## config.mk

```make
export PLATFORM = sky130hd
export DESIGN_NAME = serial_subtractor
export DESIGN_NICKNAME = d
export VERILOG_FILES = /design/src/rtl/serial_sub_pkg.sv /design/src/rtl/full_sub_cell.sv /design/src/rtl/serial_subtractor.sv
export SDC_FILE = /design/constraint.sdc
export NUM_CORES = 1
export LEC_CHECK = 0
export CAP_MARGIN = 20
export CELL_PAD_IN_SITES_DETAIL_PLACEMENT = 1
export CELL_PAD_IN_SITES_GLOBAL_PLACEMENT = 1
export CORE_MARGIN = 4
export CORE_UTILIZATION = 41
export DETAILED_ROUTE_END_ITERATION = 12
export PLACE_DENSITY = 0.89
export SETUP_SLACK_MARGIN = 0.4
export SYNTH_ARGS = -nofsm -noshare
export SYNTH_HDL_FRONTEND = slang
export SYNTH_SLANG_ARGS = --single-unit
```

## constraint.sdc

```tcl
create_clock -name clk -period 2.3 [get_ports clk]
set_clock_uncertainty 0.1 [all_clocks]
set_input_delay 0.345 -clock clk [delete_from_list [all_inputs] [get_ports clk]]
set_output_delay 0.345 -clock clk [all_outputs]
set_load 0.005 [all_outputs]
```

## src/rtl/serial_sub_pkg.sv

```systemverilog
// Shared constants for the bit-serial subtractor: FSM state encoding and default width.
package serial_sub_pkg;

    localparam int unsigned DEFAULT_WIDTH = 8;

    localparam logic [1:0] S_IDLE  = 2'd0;
    localparam logic [1:0] S_SHIFT = 2'd1;
    localparam logic [1:0] S_DONE  = 2'd2;

    typedef enum logic [1:0] {
        ST_IDLE  = S_IDLE,
        ST_SHIFT = S_SHIFT,
        ST_DONE  = S_DONE
    } state_e;

endpackage

```

## src/rtl/full_sub_cell.sv

```systemverilog
// Combinational 1-bit full subtractor: o_diff = x - y - bin, o_bout set on borrow.
module full_sub_cell (
    input  logic i_x,
    input  logic i_y,
    input  logic i_bin,
    output logic o_diff,
    output logic o_bout
);

    assign o_diff = i_x ^ i_y ^ i_bin;
    assign o_bout = (~i_x & i_y) | (~i_x & i_bin) | (i_y & i_bin);

endmodule

```

## src/rtl/serial_subtractor.sv

```systemverilog
// Bit-serial WIDTH-bit subtractor (diff = a - b - bin_init), LSB first, one bit per clock.
// Define SERIAL_SUB_OVF_EN to add the registered signed-overflow output ovf.
module serial_subtractor
    import serial_sub_pkg::*;
#(
    parameter int unsigned WIDTH = DEFAULT_WIDTH
) (
    input  logic             clk,
    input  logic             rst,
    input  logic             start,
    input  logic [WIDTH-1:0] a,
    input  logic [WIDTH-1:0] b,
    input  logic             bin_init,
    output logic             busy,
    output logic             done,
    output logic [WIDTH-1:0] diff,
    output logic             bout
`ifdef SERIAL_SUB_OVF_EN
    ,
    output logic             ovf
`endif
);

    localparam int unsigned CNT_W = $clog2(WIDTH) + 1;
    localparam logic [CNT_W-1:0] LAST_CNT = CNT_W'(WIDTH - 1);

    state_e           r_state;
    logic [WIDTH-1:0] r_a_sr;
    logic [WIDTH-1:0] r_b_sr;
    logic             r_brw;
    logic [CNT_W-1:0] r_cnt;

    logic w_cell_diff;
    logic w_cell_bout;

    full_sub_cell u_cell (
        .i_x    (r_a_sr[0]),
        .i_y    (r_b_sr[0]),
        .i_bin  (r_brw),
        .o_diff (w_cell_diff),
        .o_bout (w_cell_bout)
    );

    always_ff @(posedge clk or posedge rst) begin
        if (rst) begin
            r_state <= ST_IDLE;
            r_a_sr  <= '0;
            r_b_sr  <= '0;
            r_brw   <= 1'b0;
            r_cnt   <= '0;
            busy    <= 1'b0;
            done    <= 1'b0;
            diff    <= '0;
            bout    <= 1'b0;
`ifdef SERIAL_SUB_OVF_EN
            ovf     <= 1'b0;
`endif
        end else begin
            case (r_state)
                ST_IDLE: begin
                    done <= 1'b0;
                    if (start) begin
                        r_a_sr  <= a;
                        r_b_sr  <= b;
                        r_brw   <= bin_init;
                        r_cnt   <= '0;
                        diff    <= '0;
`ifdef SERIAL_SUB_OVF_EN
                        ovf     <= 1'b0;
`endif
                        busy    <= 1'b1;
                        r_state <= ST_SHIFT;
                    end
                end
                ST_SHIFT: begin
                    // Result fills from the top so bit 0 lands at diff[0] after WIDTH shifts.
                    diff   <= {w_cell_diff, diff[WIDTH-1:1]};
                    r_brw  <= w_cell_bout;
                    r_a_sr <= r_a_sr >> 1;
                    r_b_sr <= r_b_sr >> 1;
                    r_cnt  <= r_cnt + 1'b1;
                    if (r_cnt == LAST_CNT) begin
                        bout    <= w_cell_bout;
`ifdef SERIAL_SUB_OVF_EN
                        ovf     <= w_cell_bout ^ r_brw;
`endif
                        done    <= 1'b1;
                        r_state <= ST_DONE;
                    end
                end
                ST_DONE: begin
                    done    <= 1'b0;
                    busy    <= 1'b0;
                    r_state <= ST_IDLE;
                end
                default: begin
                    done    <= 1'b0;
                    busy    <= 1'b0;
                    r_state <= ST_IDLE;
                end
            endcase
        end
    end

endmodule

```

==> results of run 1 <==
state kept, by name, indices dropped and copies added, names as in the netlist:
| register | flops |
|---|---|
| bout | 1 |
| busy | 1 |
| diff | 8 |
| done | 1 |
| r_a_sr | 8 |
| r_b_sr | 8 |
| r_brw | 1 |
| r_cnt | 4 |
| r_state | 2 |
critical path: cells and delay by family (launching register included):
kind	cells	cell delay, ps
AND/OR/NAND/NOR	1	600
flip-flops	1	600
AO/OA/AOI/OAI	2	390
cells in the final DEF, fill, tap and decap left out, drive strengths merged:
cell type	n
a31oi	1
nor2	4
clkbuf	7
clkdlybuf4s50	30
dfrtp	34
inv	6
ha	1
a2bb2oi	2
o21ai	18
and2	2
nor3b	1
nand2b	1
or3	1
and3b	1
nand2	17
and2b	1
fa	1
bufinv	1
a22o	9
nor2b	4
o21bai	1
nand3	3
a32o	1
a22oi	13
a21oi	4
buf	4
mux2i	1
power groups by stage:
stage	clock, mW	combinational, mW	sequential (mW)
6_report	0.428	0.952	1.08
5_1_grt	0.470	1.08	1.11
4_1_cts	0.436	0.963	1.07
3_5_place_dp	0	0.958	1.09
3_3_place_gp	0	0.875	1.05
2_1_floorplan	0	0.600	0.992
final timing paths:
path	slack, ps	start	cells past startpoint	endpoint
max	530	r_state[0]$_DFFE_PP0P_	3	r_a_sr[2]$_DFFE_PP0P_
min	300	rst	3	diff[1]$_DFFE_PP0P_
max reg2reg	530	r_state[0]$_DFFE_PP0P_	3	r_a_sr[2]$_DFFE_PP0P_
min reg2reg	410	r_b_sr[6]$_DFFE_PP0P_	2	r_b_sr[6]$_DFFE_PP0P_
max in group asynchronous	1480	rst	3	r_state[1]$_DFFE_PP0P_
min in group clk	410	r_b_sr[6]$_DFFE_PP0P_	2	r_b_sr[6]$_DFFE_PP0P_
logic make-up (layout without fill, tap and decap cells):
| family | after synthesis | after routing | share of synthesized area |
|---|---|---|---|
| fa+ha+maj | 2 | 2 | 0.0223 |
| buf+inv | 14 | 48 | 0.0454 |
| flops | 34 | 34 | 0.583 |
| compound gates | 49 | 49 | 0.227 |
| mux | 1 | 1 | 0.00686 |
| simple gates | 35 | 35 | 0.115 |
area by class of cell:
type	count	area, sq um	area share
sequential	34	852	0.452
multi-input combinational	87	549	0.291
timing repair buffer	34	330	0.175
tap	46	57.6	0.0305
clock buffer	7	45.0	0.0239
clock inverter	1	30.0	0.0159
inverter	6	22.5	0.0119
stage by stage:
step | utilization | setup slack (ps)
after global placement | 0.532 | 427
final | 0.557 | 528
after floorplan | - | 1040
after CTS | 0.554 | 440
after global routing | 0.557 | 402
after detailed placement | 0.532 | 244
repair_timing:
item | in CTS | in global routing
resized for setup | 0 | 2
endpoints found under the setup margin | 0 | 14
endpoints found under the hold margin | 0 | 0
routing by layer:
| metal | global-route usage | up-vias | part of all wire |
|---|---|---|---|
| li1 | - | 546 | - |
| met1 | 0.243 | 622 | 0.43 |
| met2 | 0.334 | 35 | 0.50 |
| met3 | 0.0466 | 12 | 0.050 |
| met4 | 0.0911 | 0 | 0.026 |
| met5 | 0 | - | 0 |
==> impl_metrics.py, run 1 <==
metrics = {
    "grt": {
        "antenna_found_initial": 0,
        "overflow": 0,
        "track_usage": 0.200,
        "grt_max_degree": 35,
        "grt_pass1_vias": 1353,
        "grt_first_pass_wirelength_microns": 6690,
    },
    "timing": {
        "rsz0062_at_grt": "false",
        "period_share": 0.770,
        "fin_crit_ps": 1770,
        "slew_viol_final": 0,
        "hold_slack_ps": 296,
        "hold_viol": 0,
        "max_freq_mhz": 564,
        "setup_viol": 0,
        "slew_headroom": 0.621,
        "worst_pin_slew_ps": 569,
        "finalSetupTns_ps": 0,
    },
    "die": {
        "io_pins": 31,
        "fp-row-count": 21,
        "die_w_microns": 67.7,
        "start_util": 0.430,
        "dieArea_sq_um": 4580,
        "core_sq_um": 3390,
        "die-height_microns": 67.7,
    },
    "pwr": {
        "p_sw_frac": 0.356,
        "p_int_mw": 1.59,
        "p_per_area_nw_per_um2": 1310,
        "power.leakage_nw": 0.809,
        "share_seq_of_total_power": 0.439,
        "combPwrFrac": 0.387,
        "ir_drop_mv": 0.699,
        "post-layout-total-power_mw": 2.46,
        "p_switching_mw": 0.877,
        "clock_power_share": 0.174,
    },
    "clock_network": {
        "clk_path_buf_depth": 2,
        "cts_tree": "done",
        "ctsHoldBuffers": 0,
        "clockRootBuffer": "clkbuf_4",
        "cts_max_level": 2,
        "clkSlewWorstSetupHoldPaths_ps": 110,
        "clock_latency_ps": 340,
        "cts_sinks": 34,
        "post-cts-setup-buffers": 0,
        "cts_buffers": 5,
    },
    "place": {
        "gp_congestion": 0.751,
        "port_buffers": 30,
        "dpl.cell_count": 207,
        "dp_hpwl_microns": 2880,
        "dpl-instance-area_sq_um": 1800,
    },
    "layout": {
        "final_nets": 190,
        "layout-drive-gt1-share": 0.0710,
        "final_cells": 215,
        "final_area_sq_um": 1890,
        "antenna_cells": 0,
        "syn_to_final_growth_pct": 29.3,
        "n_fill_cell": 372,
    },
    "worst_setup_path": {
        "crit_chain": "and2b_1 > a22oi_1 > o21ai_0",
        "critPathRequiredTime_ps": 2450,
        "crit_fanout": 14,
        "slowest_stage": "dfrtp_1",
        "path_class": "register to register",
        "critPathMaxStageDelay_ps": 600,
        "critPathLaunchType": "register",
        "crit_path_end_kind": "register",
        "cp_data_arrival_time_ps": 1930,
    },
    "logic_synthesis": {
        "syn_area_per_cell_sq_um": 10.8,
        "yosysSeqAreaShare": 0.583,
        "syn_nets": 157,
        "synth_edf_count": 0,
        "synthArstFlopShare": 1.00,
        "synthCells": 135,
        "yosysWarnings": 0,
        "synth_top_area_cell": "dfrtp_1",
        "synth_top_cell_area_share": 0.583,
        "yosys-top-cells-area": "dfrtp_1 (58%), a22oi_1 (6.7%), o21ai_0 (6.2%)",
        "synth_commonest_cells": "dfrtp_1 (34), o21ai_0 (18), nand2_1 (17)",
        "synth-seq-cells": 34,
        "synth_ff_type": "dfrtp_1",
        "netlist-cell-type-count": 26,
        "synth_area_sq_um": 1460,
        "yosys.cell_count.top_type": "dfrtp_1",
    },
    "route": {
        "drt-initial-drc-count": 73,
        "vias": 1215,
        "antenna_left": 0,
        "routed_wl_microns": 3930,
        "drc": 0,
        "wl_per_cell_microns": 18.3,
        "vias_per_cell": 5.65,
        "firstDrtPassIters": 4,
    },
    "status": {
        "status": "complete, no violations",
    },
    "hold_path": {
        "min_path_type": "input pin to asynchronous set/reset pin",
    },
    "flow_run": {
        "cap_viol_max_count": 0,
    },
}
No activity file was read; power rests on OpenSTA's default activity.
==> run 2: changes to the inputs <==
Settings changed: CORE_UTILIZATION 41 to 38, PLACE_DENSITY 0.89 to 0.84.
Clock period 2.3 ns to 1.7 ns, I/O delays scaled along.
==> impl_metrics.py, run 2 (synthesis gave the netlist of run 1 again) <==
metrics = {
    "grt": {
        "antenna_found_initial": 0,
        "grt_pass1_vias": 1395,
        "grt_first_pass_wirelength_microns": 6810,
        "met1_usage": 0.218,
        "overflow": 0,
        "grt_use_met2": 0.288,
        "track_usage": 0.177,
        "grt_util_met3": 0.0604,
        "top_usage_layer": "met2",
        "grt_max_degree": 35,
    },
    "flow_run": {
        "cap_viol_max_count": 0,
    },
    "pwr": {
        "p_switching_mw": 1.30,
        "power.leakage_nw": 0.967,
        "combPwrFrac": 0.439,
        "p_per_area_nw_per_um2": 1780,
        "ir_drop_mv": 0.779,
        "clock_power_share": 0.192,
        "share_seq_of_total_power": 0.369,
        "p_int_mw": 2.52,
        "p_sw_frac": 0.339,
    },
    "worst_setup_path": {
        "slowest_stage": "dfrtp_1",
        "rrSetupSlack_ps": 350,
        "r2r_cells": 4,
        "critPathLaunchType": "register",
        "path_buf_inv": 0,
        "r2r-start": "r_cnt[0]$_DFFE_PP0P_",
        "critPathRequiredTime_ps": 1770,
        "crit_chain": "ha_2 > and3b_2 > and2_4 > mux2i_1",
        "worst_path_dominant_cell_family": "flip-flops",
        "reg2reg_to": "bout$_DFFE_PP0P_",
        "crit_path_end_kind": "register",
        "crit_fanout": 4,
        "critPathMaxStageDelay_ps": 430,
        "path_class": "register to register",
        "cp_data_arrival_time_ps": 1430,
    },
    "die": {
        "dieArea_sq_um": 4890,
        "die-height_microns": 70.0,
        "core_sq_um": 3690,
        "io_pins": 31,
        "die_w_microns": 70.0,
        "fp-row-count": 22,
        "start_util": 0.396,
    },
    "timing": {
        "fin_crit_ps": 1350,
        "slew_viol_final": 0,
        "slew_headroom": 0.715,
        "finalSetupTns_ps": 0,
        "rsz0062_at_grt": "true",
        "max_freq_mhz": 738,
        "worst_pin_slew_ps": 427,
        "hold_viol": 0,
        "hold_slack_ps": 257,
        "setup_viol": 0,
        "period_share": 0.797,
    },
    "layout": {
        "final_common_cell": "dfrtp_1",
        "final_cell_mix": "dfrtp_1 (32), buf_4 (22), clkdlybuf4s50_1 (18)",
        "n_fill_cell": 415,
        "final_area_sq_um": 2140,
        "syn_to_final_growth_pct": 46.7,
        "final_nets": 212,
        "reg.largest.list": "diff (8), r_a_sr (8), r_b_sr (8)",
        "final_cells": 239,
        "layout-drive-gt1-share": 0.257,
        "antenna_cells": 0,
    },
    "hold_path": {
        "min_path_type": "input pin to asynchronous set/reset pin",
    },
    "clock_network": {
        "clock_latency_ps": 290,
        "cts_buffers": 5,
        "clkSlewWorstSetupHoldPaths_ps": 70,
        "clk_path_buf_depth": 2,
        "cts_sinks": 34,
        "clockRootBuffer": "clkbuf_8",
        "cts_max_level": 2,
        "cts_tree": "done",
    },
    "route": {
        "wl_per_cell_microns": 17.3,
        "firstDrtPassIters": 4,
        "antenna_left": 0,
        "drt-initial-drc-count": 90,
        "vias_per_cell": 5.27,
        "drc": 0,
        "routed_wl_microns": 4120,
        "vias": 1260,
    },
    "place": {
        "port_buffers": 30,
        "dpl-instance-area_sq_um": 1840,
        "dp_hpwl_microns": 2520,
        "gp_congestion": 0.765,
        "dpl.cell_count": 213,
    },
    "status": {
        "status": "complete, no violations",
    },
}
[run 2: changes by cell type in the layout (fill, tap and decap cells not counted), sizes merged]
cell,change
clkdlybuf4s15,+11
dlymetal6s2s,+1
buf,+21
clkdlybuf4s50,-12
and2b,+1
[run 2: how the worst max path moves through the flow]
stage                          from                    end  slack (ps)  cells past startpoint
2_1_floorplan  r_cnt[0]$_DFFE_PP0P_       bout$_DFFE_PP0P_         440                      4
3_3_place_gp                  start  r_b_sr[2]$_DFFE_PP0P_           3                      4
3_5_place_dp                  start  r_a_sr[3]$_DFFE_PP0P_         -90                      4
4_1_cts        r_cnt[0]$_DFFE_PP0P_       bout$_DFFE_PP0P_         360                      4
5_1_grt        r_cnt[0]$_DFFE_PP0P_       bout$_DFFE_PP0P_         320                      4
6_report       r_cnt[0]$_DFFE_PP0P_       bout$_DFFE_PP0P_         350                      4
[run 2: power groups by stage]
| stage | registers, mW | clock network, mW | logic, mW |
|---|---|---|---|
| after detailed placement | 1.41 | 0 | 1.33 |
| final | 1.41 | 0.733 | 1.67 |
| after global placement | 1.39 | 0 | 1.27 |
| after floorplan | 1.34 | 0 | 0.811 |
| after CTS | 1.37 | 0.749 | 1.48 |
| after global routing | 1.45 | 0.794 | 1.86 |
[run 2: metal layers]
| layer | share of wire | up-vias |
|---|---|---|
| met1 | 0.42 | 624 |
| met5 | 0 | - |
| li1 | - | 591 |
| met3 | 0.050 | 6 |
| met4 | 0.014 | 0 |
| met2 | 0.51 | 39 |
[run 2: area by class of cell]
cell class | instances | area [sq um] | share of cell area
Inverter | 6 | 22.5 | 0.0105
Timing Repair Buffer | 55 | 502 | 0.235
Multi-Input combinational cell | 88 | 596 | 0.278
Sequential cell | 34 | 853 | 0.399
Clock inverter | 1 | 30.0 | 0.0140
Clock buffer | 7 | 76.3 | 0.0357
Tap cell | 48 | 60.1 | 0.0281
[run 2: worst register-to-register path: stages, from the launching register on]
cell and delay (ps):
dfrtp_1 430, ha_2 230, and3b_2 210, and2_4 160
mux2i_1 110
[run 2: stage by stage]
| step | setup WS (ps) | power, mW | util |
|---|---|---|---|
| 2_1_floorplan | 436 | 2.15 | - |
| 3_3_place_gp | 3.28 | 2.66 | 0.498 |
| 3_5_place_dp | -88.1 | 2.75 | 0.498 |
| 4_1_cts | 365 | 3.60 | 0.552 |
| 5_1_grt | 321 | 4.10 | 0.580 |
| 6_report | 345 | 3.82 | 0.580 |
[run 2: what timing repair did]
action                                 4_1_cts  5_1_grt
setup endpoints to repair                   44       27
endpoints found under the hold margin        0        0
buffers inserted                            12        5
cloned                                       0        1
hold buffers                                 0        0
gates resized for setup                     23       28
pin swaps                                    1        3
==> run 3: changes to the inputs <==
Clock period 1.7 ns to 1.3 ns, I/O delays scaled along.
==> impl_metrics.py, run 3 (synthesis gave the netlist of run 1 again) <==
metrics = {
    "status": {
        "status": "complete, but fails checks",
        "violations": "negative setup slack",
    },
    "timing": {
        "slew_viol_final": 0,
        "setup_viol": 9,
        "fin_ws_ps": -64.6,
        "hold_viol": 0,
        "worst_pin_slew_ps": 296,
        "max_freq_mhz": 733,
        "fin_crit_ps": 1360,
        "rsz0062_at_grt": "true",
        "period_share": 1.05,
        "slew_headroom": 0.802,
        "finalSetupTns_ps": -300,
    },
    "clock_network": {
        "ctsHoldBuffers": 0,
        "cts_buffers": 5,
        "clkSlewWorstSetupHoldPaths_ps": 80,
        "clock_latency_ps": 290,
        "cts_tree": "done",
        "clockRootBuffer": "clkbuf_8",
        "cts_max_level": 2,
        "cts_sinks": 34,
        "clk_path_buf_depth": 2,
    },
    "place": {
        "port_buffers": 30,
        "gp_congestion": 0.832,
        "dp_hpwl_microns": 2910,
    },
    "grt": {
        "grt_max_degree": 15,
        "antenna_found_initial": 0,
        "grt_pass1_vias": 1635,
        "overflow": 0,
        "grt_first_pass_wirelength_microns": 8740,
        "track_usage": 0.231,
    },
    "route": {
        "routed_wl_microns": 5970,
        "vias": 1449,
        "drc": 0,
        "firstDrtPassIters": 4,
        "wl_per_cell_microns": 23.0,
        "antenna_left": 0,
        "drt-initial-drc-count": 84,
        "vias_per_cell": 5.59,
    },
    "pwr": {
        "post-layout-total-power_mw": 6.44,
        "ir_drop_mv": 1.13,
        "p_per_area_nw_per_um2": 2550,
        "power.leakage_nw": 1.15,
    },
    "hold_path": {
        "min_path_type": "input pin to asynchronous set/reset pin",
    },
    "worst_setup_path": {
        "slowest_stage": "dfrtp_2",
        "critPathLaunchType": "register",
        "cp_data_arrival_time_ps": 1460,
        "crit_fanout": 14,
        "crit_path_end_kind": "register",
        "path_buf_inv": 2,
        "path_class": "register to register",
        "critPathRequiredTime_ps": 1400,
        "crit_chain": "buf_6 > o21bai_4 > buf_12 > nand2_1 > o21ai_1",
        "worst_path_dominant_cell_family": "flip-flops",
        "critPathMaxStageDelay_ps": 460,
    },
    "die": {
        "io_pins": 31,
        "die-height_microns": 70.0,
        "fp-row-count": 22,
        "die_w_microns": 70.0,
        "start_util": 0.396,
        "core_sq_um": 3690,
        "dieArea_sq_um": 4890,
    },
    "layout": {
        "layout-drive-gt1-share": 0.526,
        "final_nets": 232,
        "reg.largest.list": "diff (8), r_a_sr (8), r_b_sr (8)",
        "final_cell_mix": "dfrtp_1 (32), buf_4 (32), clkdlybuf4s50_1 (18)",
        "syn_to_final_growth_pct": 73.2,
        "antenna_cells": 0,
    },
    "flow_run": {
        "cap_viol_max_count": 0,
    },
}
[run 3: power breakdown]
group / switching, mW / total, mW / leakage [nW] / internal, mW
combinational: 1.51 / 3.34 / 0.648 / 1.83
clock: 0.424 / 1.19 / 0.0683 / 0.768
sequential: 0.402 / 1.90 / 0.436 / 1.50
[run 3: worst reg2reg max path: stages, from the launching register on]
cell	delay, ps
dfrtp_2	460
buf_6	150
o21bai_4	180
buf_12	180
nand2_1	80
o21ai_1	120
[run 3: path summary, 6_finish.rpt]
| check | startpoint | to | slack [ps] | cells past startpoint |
|---|---|---|---|---|
| min in group clk | r_b_sr[2]$_DFFE_PP0P_ | r_b_sr[2]$_DFFE_PP0P_ | 420 | 2 |
| hold reg to reg | r_b_sr[2]$_DFFE_PP0P_ | r_b_sr[2]$_DFFE_PP0P_ | 420 | 2 |
| max in group asynchronous | rst | r_a_sr[7]$_DFFE_PP0P_ | 610 | 3 |
| hold / removal | rst | r_state[1]$_DFFE_PP0P_ | 120 | 2 |
| setup / recovery | r_state[0]$_DFFE_PP0P_ | r_b_sr[1]$_DFFE_PP0P_ | -60 | 5 |
| setup reg to reg | r_state[0]$_DFFE_PP0P_ | r_b_sr[1]$_DFFE_PP0P_ | -60 | 5 |
[run 3: timing repair]
item,CTS,global route
resized for setup,71,16
pin swaps,9,9
buffers inserted,20,11
setup endpoints to repair,45,45
gates cloned,1,0
endpoints found under the hold margin,0,0
[run 3: through the flow]
| stage | instance area [sq um] | std cells | hold slack (ps) | util | setup slack [ps] |
|---|---|---|---|---|---|
| floorplan | 1590 | 135 | 35.8 | - | 44.9 |
| global placement | 2030 | 219 | 370 | 0.551 | -204 |
| detailed placement | 2030 | 219 | 389 | 0.551 | -266 |
| CTS | 2370 | 248 | 112 | 0.643 | -8.05 |
| global route | 2530 | 259 | 133 | 0.685 | -123 |
| finish | 2530 | 259 | 122 | 0.685 | -64.6 |
[run 3: area by class of cell]
type / count / area (sq um)
flip-flops and latches: 34 / 853
clock buffers: 5 / 68.8
repair buffers: 76 / 706
inverters: 6 / 26.3
well taps: 48 / 60.1
fillers: 370 / 1160
clock inverters: 3 / 68.8
multi-input cells: 87 / 743
[run 3: layer usage]
| layer | up-vias | GRT usage | wire length (microns) |
|---|---|---|---|
| li1 | 633 | - | - |
| met5 | - | 0 | 0 |
| met4 | 0 | 0.0915 | 217 |
| met3 | 21 | 0.0662 | 307 |
| met1 | 732 | 0.285 | 2380 |
| met2 | 63 | 0.381 | 3060 |
